$ cat config.mk
export PLATFORM = sky130hd
export DESIGN_NAME = debug_unit
export DESIGN_NICKNAME = d
export VERILOG_FILES = /design/src/rtl/debug_pkg.sv /design/src/rtl/debug_tx_serializer.sv /design/src/rtl/debug_unit.sv
export SDC_FILE = /design/constraint.sdc
export NUM_CORES = 1
export LEC_CHECK = 0
export ABC_CLOCK_PERIOD_IN_PS = 4200
export CORE_MARGIN = 1.5
export CORE_UTILIZATION = 64
export CTS_BUF_LIST = sky130_fd_sc_hd__clkbuf_8
export CTS_CLUSTER_DIAMETER = 150
export DETAILED_ROUTE_END_ITERATION = 10
export PLACE_DENSITY = 0.88
export SLEW_MARGIN = 10
export SYNTH_ARGS = -nofsm -noshare
export SYNTH_HDL_FRONTEND = slang
export SYNTH_HIERARCHICAL = 1
export SYNTH_SLANG_ARGS = --single-unit
$ cat constraint.sdc
create_clock -name i_clock -period 4.2 [get_ports i_clock]
set_input_delay 0.84 -clock i_clock [delete_from_list [all_inputs] [get_ports i_clock]]
set_output_delay 0.84 -clock i_clock [all_outputs]
set_load 0.005 [all_outputs]
$ cat src/rtl/debug_pkg.sv
// Shared constants for the debug controller: command bytes, FSM state codes, report length.
package debug_pkg;

    localparam logic [7:0] CMD_LOAD = 8'h4C;
    localparam logic [7:0] CMD_CONT = 8'h43;
    localparam logic [7:0] CMD_STEP = 8'h53;
    localparam logic [7:0] CMD_NEXT = 8'h4E;
    localparam logic [7:0] CMD_EXIT = 8'h45;

    localparam logic [2:0] IDLE    = 3'd0;
    localparam logic [2:0] LD_LO   = 3'd1;
    localparam logic [2:0] LD_HI   = 3'd2;
    localparam logic [2:0] LD_DATA = 3'd3;
    localparam logic [2:0] RUN     = 3'd4;
    localparam logic [2:0] STEP    = 3'd5;
    localparam logic [2:0] REPORT  = 3'd6;

    localparam int REPORT_BYTES = 8;

endpackage

$ cat src/rtl/debug_tx_serializer.sv
// Shifts a loaded word out LSB byte first; first byte valid the cycle after i_load.
// Each byte is held until i_tx_ready; o_done pulses on the last accept.
module debug_tx_serializer #(
    parameter int NB_BYTE = 8,
    parameter int N_BYTES = 8
) (
    input  logic                       i_clock,
    input  logic                       i_reset,
    input  logic                       i_load,
    input  logic [NB_BYTE*N_BYTES-1:0] i_word,
    output logic [NB_BYTE-1:0]         o_tx_data,
    output logic                       o_tx_valid,
    input  logic                       i_tx_ready,
    output logic                       o_done
);
    localparam int NB_WORD = NB_BYTE * N_BYTES;
    localparam int NB_CNT  = $clog2(N_BYTES);

    logic [NB_WORD-1:0] shift_q, shift_d;
    logic [NB_CNT-1:0]  cnt_q, cnt_d;
    logic               valid_q, valid_d;
    logic               accept;

    always_comb begin
        shift_d = shift_q;
        cnt_d   = cnt_q;
        valid_d = valid_q;
        accept  = valid_q & i_tx_ready;
        o_done  = accept && (cnt_q == NB_CNT'(N_BYTES - 1));
        if (i_load) begin
            shift_d = i_word;
            cnt_d   = '0;
            valid_d = 1'b1;
        end else if (accept) begin
            shift_d = shift_q >> NB_BYTE;
            cnt_d   = cnt_q + 1'b1;
            if (o_done) valid_d = 1'b0;
        end
    end

    always_ff @(posedge i_clock) begin
        if (i_reset) begin
            shift_q <= '0;
            cnt_q   <= '0;
            valid_q <= 1'b0;
        end else begin
            shift_q <= shift_d;
            cnt_q   <= cnt_d;
            valid_q <= valid_d;
        end
    end

    assign o_tx_data  = shift_q[NB_BYTE-1:0];
    assign o_tx_valid = valid_q;

endmodule

$ cat src/rtl/debug_unit.sv
// Byte-command debug controller: loads instruction memory, runs/steps the pipeline, reports PC and cycle count.
// All outputs registered (one cycle after the causing rx byte / halt); report bytes held until i_tx_ready.
module debug_unit #(
    parameter int NB_PC        = 32,
    parameter int NB_MEM_WIDTH = 8,
    parameter int NB_IMEM_ADDR = 10,
    parameter int NB_CYCLES    = 32
) (
    input  logic                    i_clock,
    input  logic                    i_reset,
    input  logic [NB_MEM_WIDTH-1:0] i_rx_data,
    input  logic                    i_rx_valid,
    output logic [NB_MEM_WIDTH-1:0] o_tx_data,
    output logic                    o_tx_valid,
    input  logic                    i_tx_ready,
    input  logic [NB_PC-1:0]        i_pc,
    input  logic                    i_halt,
    output logic                    o_pc_enable,
    output logic                    o_pc_reset,
    output logic                    o_ID_stage_reset,
    output logic                    o_control_unit_enable,
    output logic                    o_write_enable,
    output logic [NB_IMEM_ADDR-1:0] o_write_addr,
    output logic [NB_MEM_WIDTH-1:0] o_write_data,
    output logic                    o_busy
);
    import debug_pkg::*;

    localparam int NB_LEFT = 2 * NB_MEM_WIDTH + 2;

    logic [2:0]              state_q, state_d;
    logic [NB_MEM_WIDTH-1:0] lo_q, lo_d;
    logic [NB_LEFT-1:0]      left_q, left_d;
    logic [NB_IMEM_ADDR-1:0] addr_q, addr_d;
    logic [NB_IMEM_ADDR-1:0] write_addr_q, write_addr_d;
    logic [NB_MEM_WIDTH-1:0] write_data_q, write_data_d;
    logic                    write_en_q, write_en_d;
    logic                    pc_enable_q, pc_enable_d;
    logic                    pc_reset_q, pc_reset_d;
    logic                    id_reset_q, id_reset_d;
    logic                    cu_enable_q, cu_enable_d;
    logic                    busy_q, busy_d;
    logic [NB_CYCLES-1:0]    cycles_q, cycles_d;
    logic                    go_report;
    logic                    in_exec;
    logic                    tx_done;
    logic [NB_CYCLES+NB_PC-1:0] report_word;

    always_comb begin
        state_d      = state_q;
        lo_d         = lo_q;
        left_d       = left_q;
        addr_d       = addr_q;
        write_addr_d = write_addr_q;
        write_data_d = write_data_q;
        write_en_d   = 1'b0;
        pc_enable_d  = 1'b0;
        go_report    = 1'b0;

        case (state_q)
            IDLE: begin
                if (i_rx_valid) begin
                    case (i_rx_data)
                        CMD_LOAD: begin
                            state_d = LD_LO;
                            addr_d  = '0;
                        end
                        CMD_CONT: state_d = RUN;
                        CMD_STEP: state_d = STEP;
                        default:  state_d = IDLE;
                    endcase
                end
            end
            LD_LO: begin
                if (i_rx_valid) begin
                    lo_d    = i_rx_data;
                    state_d = LD_HI;
                end
            end
            LD_HI: begin
                if (i_rx_valid) begin
                    if ({i_rx_data, lo_q} == '0) begin
                        state_d = IDLE;
                    end else begin
                        left_d  = {i_rx_data, lo_q, 2'b00};
                        state_d = LD_DATA;
                    end
                end
            end
            LD_DATA: begin
                if (i_rx_valid) begin
                    write_en_d   = 1'b1;
                    write_addr_d = addr_q;
                    write_data_d = i_rx_data;
                    addr_d       = addr_q + 1'b1;
                    left_d       = left_q - 1'b1;
                    if (left_q == NB_LEFT'(1)) state_d = IDLE;
                end
            end
            RUN: begin
                if (i_halt) begin
                    go_report = 1'b1;
                    state_d   = REPORT;
                end
            end
            STEP: begin
                // halt takes priority over a coincident step request
                if (i_halt || (i_rx_valid && i_rx_data == CMD_EXIT)) begin
                    go_report = 1'b1;
                    state_d   = REPORT;
                end else if (i_rx_valid && i_rx_data == CMD_NEXT) begin
                    pc_enable_d = 1'b1;
                end
            end
            REPORT: begin
                if (tx_done) state_d = IDLE;
            end
            default: state_d = IDLE;
        endcase

        if (state_d == RUN) pc_enable_d = 1'b1;

        // count includes the enabled cycle that ends on the halt edge, so the report sees it
        cycles_d = cycles_q;
        if (pc_enable_q && cycles_q != '1) cycles_d = cycles_q + 1'b1;
        if (state_q == REPORT && tx_done)  cycles_d = '0;

        in_exec     = (state_d == RUN) || (state_d == STEP) || (state_d == REPORT);
        pc_reset_d  = !in_exec;
        id_reset_d  = !in_exec;
        cu_enable_d = in_exec;
        busy_d      = (state_d != IDLE);
    end

    always_ff @(posedge i_clock) begin
        if (i_reset) begin
            state_q      <= IDLE;
            lo_q         <= '0;
            left_q       <= '0;
            addr_q       <= '0;
            write_addr_q <= '0;
            write_data_q <= '0;
            write_en_q   <= 1'b0;
            pc_enable_q  <= 1'b0;
            pc_reset_q   <= 1'b1;
            id_reset_q   <= 1'b1;
            cu_enable_q  <= 1'b0;
            busy_q       <= 1'b0;
            cycles_q     <= '0;
        end else begin
            state_q      <= state_d;
            lo_q         <= lo_d;
            left_q       <= left_d;
            addr_q       <= addr_d;
            write_addr_q <= write_addr_d;
            write_data_q <= write_data_d;
            write_en_q   <= write_en_d;
            pc_enable_q  <= pc_enable_d;
            pc_reset_q   <= pc_reset_d;
            id_reset_q   <= id_reset_d;
            cu_enable_q  <= cu_enable_d;
            busy_q       <= busy_d;
            cycles_q     <= cycles_d;
        end
    end

    assign report_word = {cycles_d, i_pc};

    debug_tx_serializer #(
        .NB_BYTE (NB_MEM_WIDTH),
        .N_BYTES (REPORT_BYTES)
    ) u_tx_ser (
        .i_clock    (i_clock),
        .i_reset    (i_reset),
        .i_load     (go_report),
        .i_word     (report_word),
        .o_tx_data  (o_tx_data),
        .o_tx_valid (o_tx_valid),
        .i_tx_ready (i_tx_ready),
        .o_done     (tx_done)
    );

    assign o_pc_enable           = pc_enable_q;
    assign o_pc_reset            = pc_reset_q;
    assign o_ID_stage_reset      = id_reset_q;
    assign o_control_unit_enable = cu_enable_q;
    assign o_write_enable        = write_en_q;
    assign o_write_addr          = write_addr_q;
    assign o_write_data          = write_data_q;
    assign o_busy                = busy_q;

endmodule

==> run metrics <==
routed via count about 7,600; Clk pin slew, worst setup/hold paths approximately 90 ps; post-CTS setup buffers 0; CTS Buf Count 17; Adder-Cell Fraction of Synth Area less than 1%; final net count 1,092; final hold vios 0; Post-synth EDFFs 0; Seq/Total Area, Yosys between 30% and 40%; mapped cell area 8210 µm²; leak pwr 0.00318 µW; hold path endpoint o_write_addr[6]; met1 GRT Util between 30% and 40%; GPL Wtd Cong 0.884; compound-gate portion of the synthesized area 22.7%; met3 Track Usage GR 5.50%; Cells after DPL ~1,200; Initial Util ~65%; clk root buf clkbuf_8; PortBufs 77; Tcrit/Tclk final 80.1%; fillcell total roughly 940; Hold Path Origin o_write_addr[6]; crit-path max FO 54; wirelength, routed ~19,000 µm; # clock sinks 162; RSZ-0062 raised after global routing false; Reg2Reg Launch Point cycles_q[0]; initial antenna violation count 0; Synth top area share between 30 and 40%; Total GRT Usage between 20% and 30%; CP required approximately 4500 ps; die width between 100 and 150 µm; fin worst setup slack between 800 and 900 ps; Bufs on Longest Clock Path 2; ant diodes 0; vias per cell 6.18; GR Overflow Total 0; Synth Area in XOR/XNOR 1.28%; first-pass detailed-route iteration total 6; Skew-Pair Late Insertion Delay roughly 460 ps; Crit path arrival time approximately 3700 ps; Yosys reg bits ~160; Post-Syn Instances 1,013; htree depth 4; area leader, netlist dfxtp_1; clk_skew ~13 ps; Worst Tran Pin Value about 800 ps; initial DRC count 735; outcome complete, no violations; async set or reset register ratio after synthesis 0%; Synth area leaders dfxtp_1 (40%), a21oi_1 (6.9%), nor3_1 (6.9%), a2111oi_2 (4.9%), nand2_1 (4.8%); Synth Net Count about 1,100; drt drc 0; setup tns final 0 ps; HP Class reg2reg; drt wl/cell ~16 µm; Core Region 12,600 µm²; busiest grt layer met2; die area roughly 14,000 µm²; first-pass GRT wire length approximately 32,000 µm; share of cells above drive strength 1 around a tenth; hold path cells 2; r2r setup slk approximately 900 ps; Non-Filler Instances 1,226; Post-DRT Antenna Nets 0; Post-DP HPWL about 13,000 µm; PwrDens around 370 nW/µm²; fin crit period roughly 3400 ps; Synth Area in Simple Gates approximately a quarter; critical path launch point type input port; area delta synth->final 14.3%; Netlist cell types between 60 and 70; Max Fclk about 0.3 GHz; Worst Setup End Kind register; row count between 40 and 50; Worst R2R End u_tx_ser/shift_q[51]; IO Count 78; Max Slew Vio Count 0; Die Y approximately 120 µm; VDD IR max between 0.2 and 0.25 mV; Crit Path Category in2reg; cell depth of the worst flop-to-flop path 8; Setup WS pre-CTS about 520 ps; largest family of logic cells by synthesized area simple AND/OR/NAND/NOR gates; Max-Cap Viols 0; Hold Buf Count CTS 0; syn_area_per_cell roughly 8.1 µm²; Multi-input gate area roughly 4300 µm²; Synth Flop Type dfxtp_1; vias in the first global route between 6,000 and 7,000; Setup Viol. Count Final 0; Yosys warning total 6; register area 3240 µm²; post-CTS sizing 0; pin count of the biggest net entering global routing 74; met2 GRT Util just under 50%; mux cell area share after synthesis 0.503%; Final Util roughly three quarters; CTS tree yes; Slew headroom 44.3%
-- power breakdown --
| part | total, µW | leakage [µW] | switching [µW] | internal (µW) |
|---|---|---|---|---|
| clock network | 1300 | 0.000217 | 587 | 714 |
| logic | 464 | 0.00165 | 252 | 212 |
| registers | 1680 | 0.00131 | 63.0 | 1610 |
-- cells in the mapped netlist, types with 4 or more instances --
cell,count
and3_1,7
or4_1,14
o31ai_1,13
xnor2_1,7
nor3_2,10
ha_1,6
inv_1,70
buf_2,13
and4_1,6
buf_6,5
a21oi_1,113
clkbuf_1,48
buf_4,15
or2_2,5
nand4_1,7
nor4_1,11
a2111oi_0,26
xor2_1,5
nand3b_1,12
a2111oi_1,6
dfxtp_1,162
o21a_1,4
nor3_1,113
o211ai_1,7
nor3b_1,4
and2_1,6
o21ai_1,4
nor2_1,49
nand2b_1,9
or3_1,25
a2111oi_2,27
nand2_1,106
nand3_1,15
o21ai_0,39
-- cells by family (layout without fill, tap and decap cells) --
logic type                 count (synthesis)  count (layout)
DFF                                      162             162
adders and majority gates                  6               6
buffers and inverters                    154             195
muxes                                      4               4
and+or+nand+nor                          413             413
AOI/OAI and AO/OA                        262             262
xor gates and xnor gates                  12              12
-- worst max path at each step --
stage | start | slack [ps] | cells past startpoint | end
floorplan | i_rx_data[4] | 1490 | 5 | o_pc_enable
global placement | i_rx_data[4] | 710 | 8 | u_tx_ser/shift_q[1]
detailed placement | i_rx_data[4] | 520 | 8 | u_tx_ser/shift_q[5]
CTS | i_rx_data[4] | 900 | 8 | u_tx_ser/shift_q[12]
global route | cycles_q[0] | 630 | 8 | u_tx_ser/shift_q[53]
finish | i_rx_data[4] | 840 | 8 | u_tx_ser/shift_q[12]
-- cells in the final DEF (no fill, tap or decap), types with 14 or more instances in the layout --
cell             synthesis  layout
nor2_1                  49      49
a2111oi_2               27      27
or4_1                   14      14
dfxtp_1                162     162
or3_1                   25      25
nor3_1                 113     113
a2111oi_0               26      26
o21ai_0                 39      39
inv_1                   70      69
clkdlybuf4s50_1          0      76
nand2_1                106     106
a21oi_1                113     113
clkbuf_8                 0      21
nand3_1                 15      15
buf_4                   15      14
-- area by class of cell --
class,count,area share (%)
multi-input combinational,697,45.5
sequential,162,34.6
timing repair buffer,93,9.87
clock buffer,21,3.08
inverter,70,2.85
tap,172,2.29
clock inverter,11,1.87
-- stage by stage --
stage	hold WS [ps]	total power, µW	instance area (µm²)
floorplan	440	2030	8210
finish	460	3440	9380
detailed placement	449	2170	8910
global route	487	3580	9380
global placement	441	2150	8910
CTS	464	3450	9380
-- metal layers --
layer	wire length, µm	vias up
met2	9190	272
li1	-	3722
met4	419	0
met5	0	-
met3	1290	36
met1	8350	3549
-- sequential cells by signal, summed over array words and instances, names as in the netlist --
name                   flops
u_tx_ser/shift_q          64
cycles_q                  32
left_q                    18
addr_q                    10
o_write_addr              10
lo_q                       8
o_write_data               8
state_q                    3
u_tx_ser/cnt_q             3
o_ID_stage_reset           1
o_busy                     1
o_control_unit_enable      1
o_pc_enable                1
o_write_enable             1
u_tx_ser/o_tx_valid        1
-- worst max-delay path: stages --
cell	delay [ps]
clkdlybuf4s50_1	540
or4b_4	630
nor3_1	220
o21bai_1	180
inv_6	340
buf_12	290
nor3_1	110
a2111oi_0	510
Power figures use the tool's default switching activity.
==> RTL change, RTL diff (config.mk and constraints unchanged) <==
Take the reset off `lo_q`, `addr_q`, `write_addr_q` and `write_data_q` and load them in a clocked block of their own.
--- a/src/rtl/debug_unit.sv
+++ b/src/rtl/debug_unit.sv
@@ -136,9 +136,5 @@
         if (i_reset) begin
             state_q      <= IDLE;
-            lo_q         <= '0;
             left_q       <= '0;
-            addr_q       <= '0;
-            write_addr_q <= '0;
-            write_data_q <= '0;
             write_en_q   <= 1'b0;
             pc_enable_q  <= 1'b0;
@@ -150,9 +146,5 @@
         end else begin
             state_q      <= state_d;
-            lo_q         <= lo_d;
             left_q       <= left_d;
-            addr_q       <= addr_d;
-            write_addr_q <= write_addr_d;
-            write_data_q <= write_data_d;
             write_en_q   <= write_en_d;
             pc_enable_q  <= pc_enable_d;
@@ -163,4 +155,11 @@
             cycles_q     <= cycles_d;
         end
+    end
+
+    always_ff @(posedge i_clock) begin
+        lo_q         <= lo_d;
+        addr_q       <= addr_d;
+        write_addr_q <= write_addr_d;
+        write_data_q <= write_data_d;
     end
 
Function: differs if i_reset is asserted again (counterexample within 10 cycles, from zero or initial values and one cycle with i_reset high); with i_reset held inactive, the same outputs for 10 cycles.
==> RTL change against the unedited design <==
- final area shrank 0.60%
- sequential share of layout area grew 4.1 points
- synthesized area grew 0.26%
- synthesized cell count shrank 9.1%
- sequential cell count is the same
- routed wire length grew 0.43%
- clock skew shrank 2.0 ps
- hold slack gained 22 ps
- global-route usage grew 0.39 points
- worst setup slack lost 16 ps
Power is not compared: it rests on default switching activity, and its combinational part moved more than twofold at a synthesized area within 25%.
==> RTL change: results (changes against the unedited design) <==
[detailed_routing]
drt_pass1_iterations = 8  ; was 6
vias = 7151  ; was 7579
wl_met1_um = 8180  ; was 8350 µm
drtIter0Drc = 942  ; was 735
avgRoutedWirePerCell_um = 17.11  ; was 15.70 µm
routed.top_layer = met4  ; unchanged
met3WireLength_um = 1293  ; was 1292 µm
wl_met2_um = 9389  ; was 9187 µm

[timing]
max_slew_margin_pct = 39.27  ; was 44.34%
fin_tns_setup_ps = 0  ; unchanged
clock_skew_ps = 10.99  ; was 13.02 ps

[global_route]
antenna_found_initial = 0  ; unchanged
grtUsageTotal_pct = 29.40  ; was 29.01%
grt_pass1_vias = 6628  ; was 6827
grt_max_degree = 88  ; was 74
grtUsageMet1_pct = 37.15  ; was 36.87%
grt_use_met3_pct = 5.293  ; was 5.501%
grt_pass1_wl_um = 31370  ; was 31620 µm
met2_usage_pct = 50.43  ; was 49.06%

[finish]
drive_gt1_share_pct = 10.23  ; was 9.867%
buffer_area_share_pct = 9.690  ; was 9.872%
clockNetworkAreaShare_pct = 4.711  ; was 4.949%
seq_cells = 162  ; unchanged
multi_input_area_share_pct = 41.90  ; was 45.45%
largestRegisters = u_tx_ser/shift_q x64, cycles_q x32, left_q x18  ; unchanged
n_antenna_cell = 0  ; unchanged
seq_share_pct = 38.65  ; was 34.58%
inverters = 68  ; was 70
fill_cells = 863  ; was 942
multi_input_cells = 606  ; was 697
num-clock-buffers = 17  ; was 21
largest_reg_flops = 64  ; unchanged
n_all_buffers = 90  ; was 93
fin_nets = 996  ; was 1092

[synth]
synth.area.top_cells = dfxtp_1 31%, edfxtp_1 13%, nor3_1 6.9%  ; was dfxtp_1 40%, a21oi_1 6.9%, nor3_1 6.9%
yosysSeqAreaShare_pct = 43.78  ; was 39.51%
synthTopCellsByCount = 126 x dfxtp_1, 113 x nor3_1, 83 x a21oi_1  ; was 162 x dfxtp_1, 113 x a21oi_1, 113 x nor3_1
synth_flop_cell = dfxtp_1  ; unchanged
syn_nets = 972  ; was 1064
synth_edf_count = 36  ; was 0
synth_cell_type_count = 69  ; was 64

[worst_setup_path]
crit_arrival_ps = 3700  ; was 3670 ps
reg2reg_depth = 7  ; was 8
crit_fanout = 87  ; was 54

[clock_network]
clk_pin_slew_ps = 80
worstSkewPairLatency_ps = 460  ; about the same
htree_levels = 4  ; unchanged
clock_path_buffers = 2  ; unchanged
cts_root_buf = clkbuf_8  ; unchanged
cts-resized-gates = 0  ; unchanged

[pwr]
ir_drop_v = 0.0002300
power.leakage_nw = 3.185

[status]
status = completed  ; unchanged

[worst_hold_path]
worstHoldPathCells = 0  ; was 2
hp-class = flop to flop  ; unchanged

[placed_design]
gp_congestion = 0.8335  ; was 0.8843
place.detailed.hpwl_um = 13080  ; was 12700 µm

[RTL change: changes by cell type in the layout (fill, tap and decap cells not counted), moves of 6 or more]
cell      before  now
dfxtp_1      162  126
nand4_1        7   23
nand2_1      106   50
nand2b_1       9    3
o211ai_1       7    1
edfxtp_1       0   36
a21oi_1      113   83
o21ai_0       39   29
or3_1         25   19
[RTL change: worst paths after layout]
| check | from | end | slack, ps |
|---|---|---|---|
| worst max-delay path | i_rx_data[4] | u_tx_ser/shift_q[24] | 820 |
| worst min-delay path | addr_q[9] | o_write_addr[9] | 480 |
| worst max register to register | cycles_q[3] | u_tx_ser/shift_q[55] | 1340 |
| worst min register to register | addr_q[9] | o_write_addr[9] | 480 |
[RTL change: power breakdown]
part | switching [mW] | internal (mW) | leakage, nW
combinational | 0.0557 | 0.0517 | 1.61
clock | 0.593 | 0.652 | 0.213
sequential | 0.00276 | 1.59 | 1.36
[RTL change: worst max-delay path, cell delays in order]
cell and delay, ps:
clkdlybuf4s50_1 560, nor4b_1 600, a41oi_1 250, nor3_2 230, buf_12 350, buf_12 290
nor3_1 110, a2111oi_0 420
[RTL change: cell families (layout without fill, tap and decap cells)]
kind of cell / Yosys count / after routing / synth area share (%)
xor+xnor: 10 / 10 / 1.064
fa+ha+maj: 6 / 6 / 0.9121
mux: 3 / 3 / 0.3649
buf+inv: 153 / 190 / 8.832
compound gates: 233 / 233 / 21.15
flops: 162 / 162 / 43.78
simple gates: 354 / 354 / 23.90
[RTL change: through the flow]
step,hold slack [ps],util (%),cells,setup slack (ps),cell area [µm²]
final,481.8,74.18,1130,820.6,9323
after floorplan,436.0,-,921,1468,8230
after detailed placement,466.9,70.68,1098,446.6,8884
after global placement,453.0,70.68,1098,682.6,8884
after global routing,508.0,74.18,1130,690.7,9323
after CTS,486.0,74.18,1130,895.1,9323
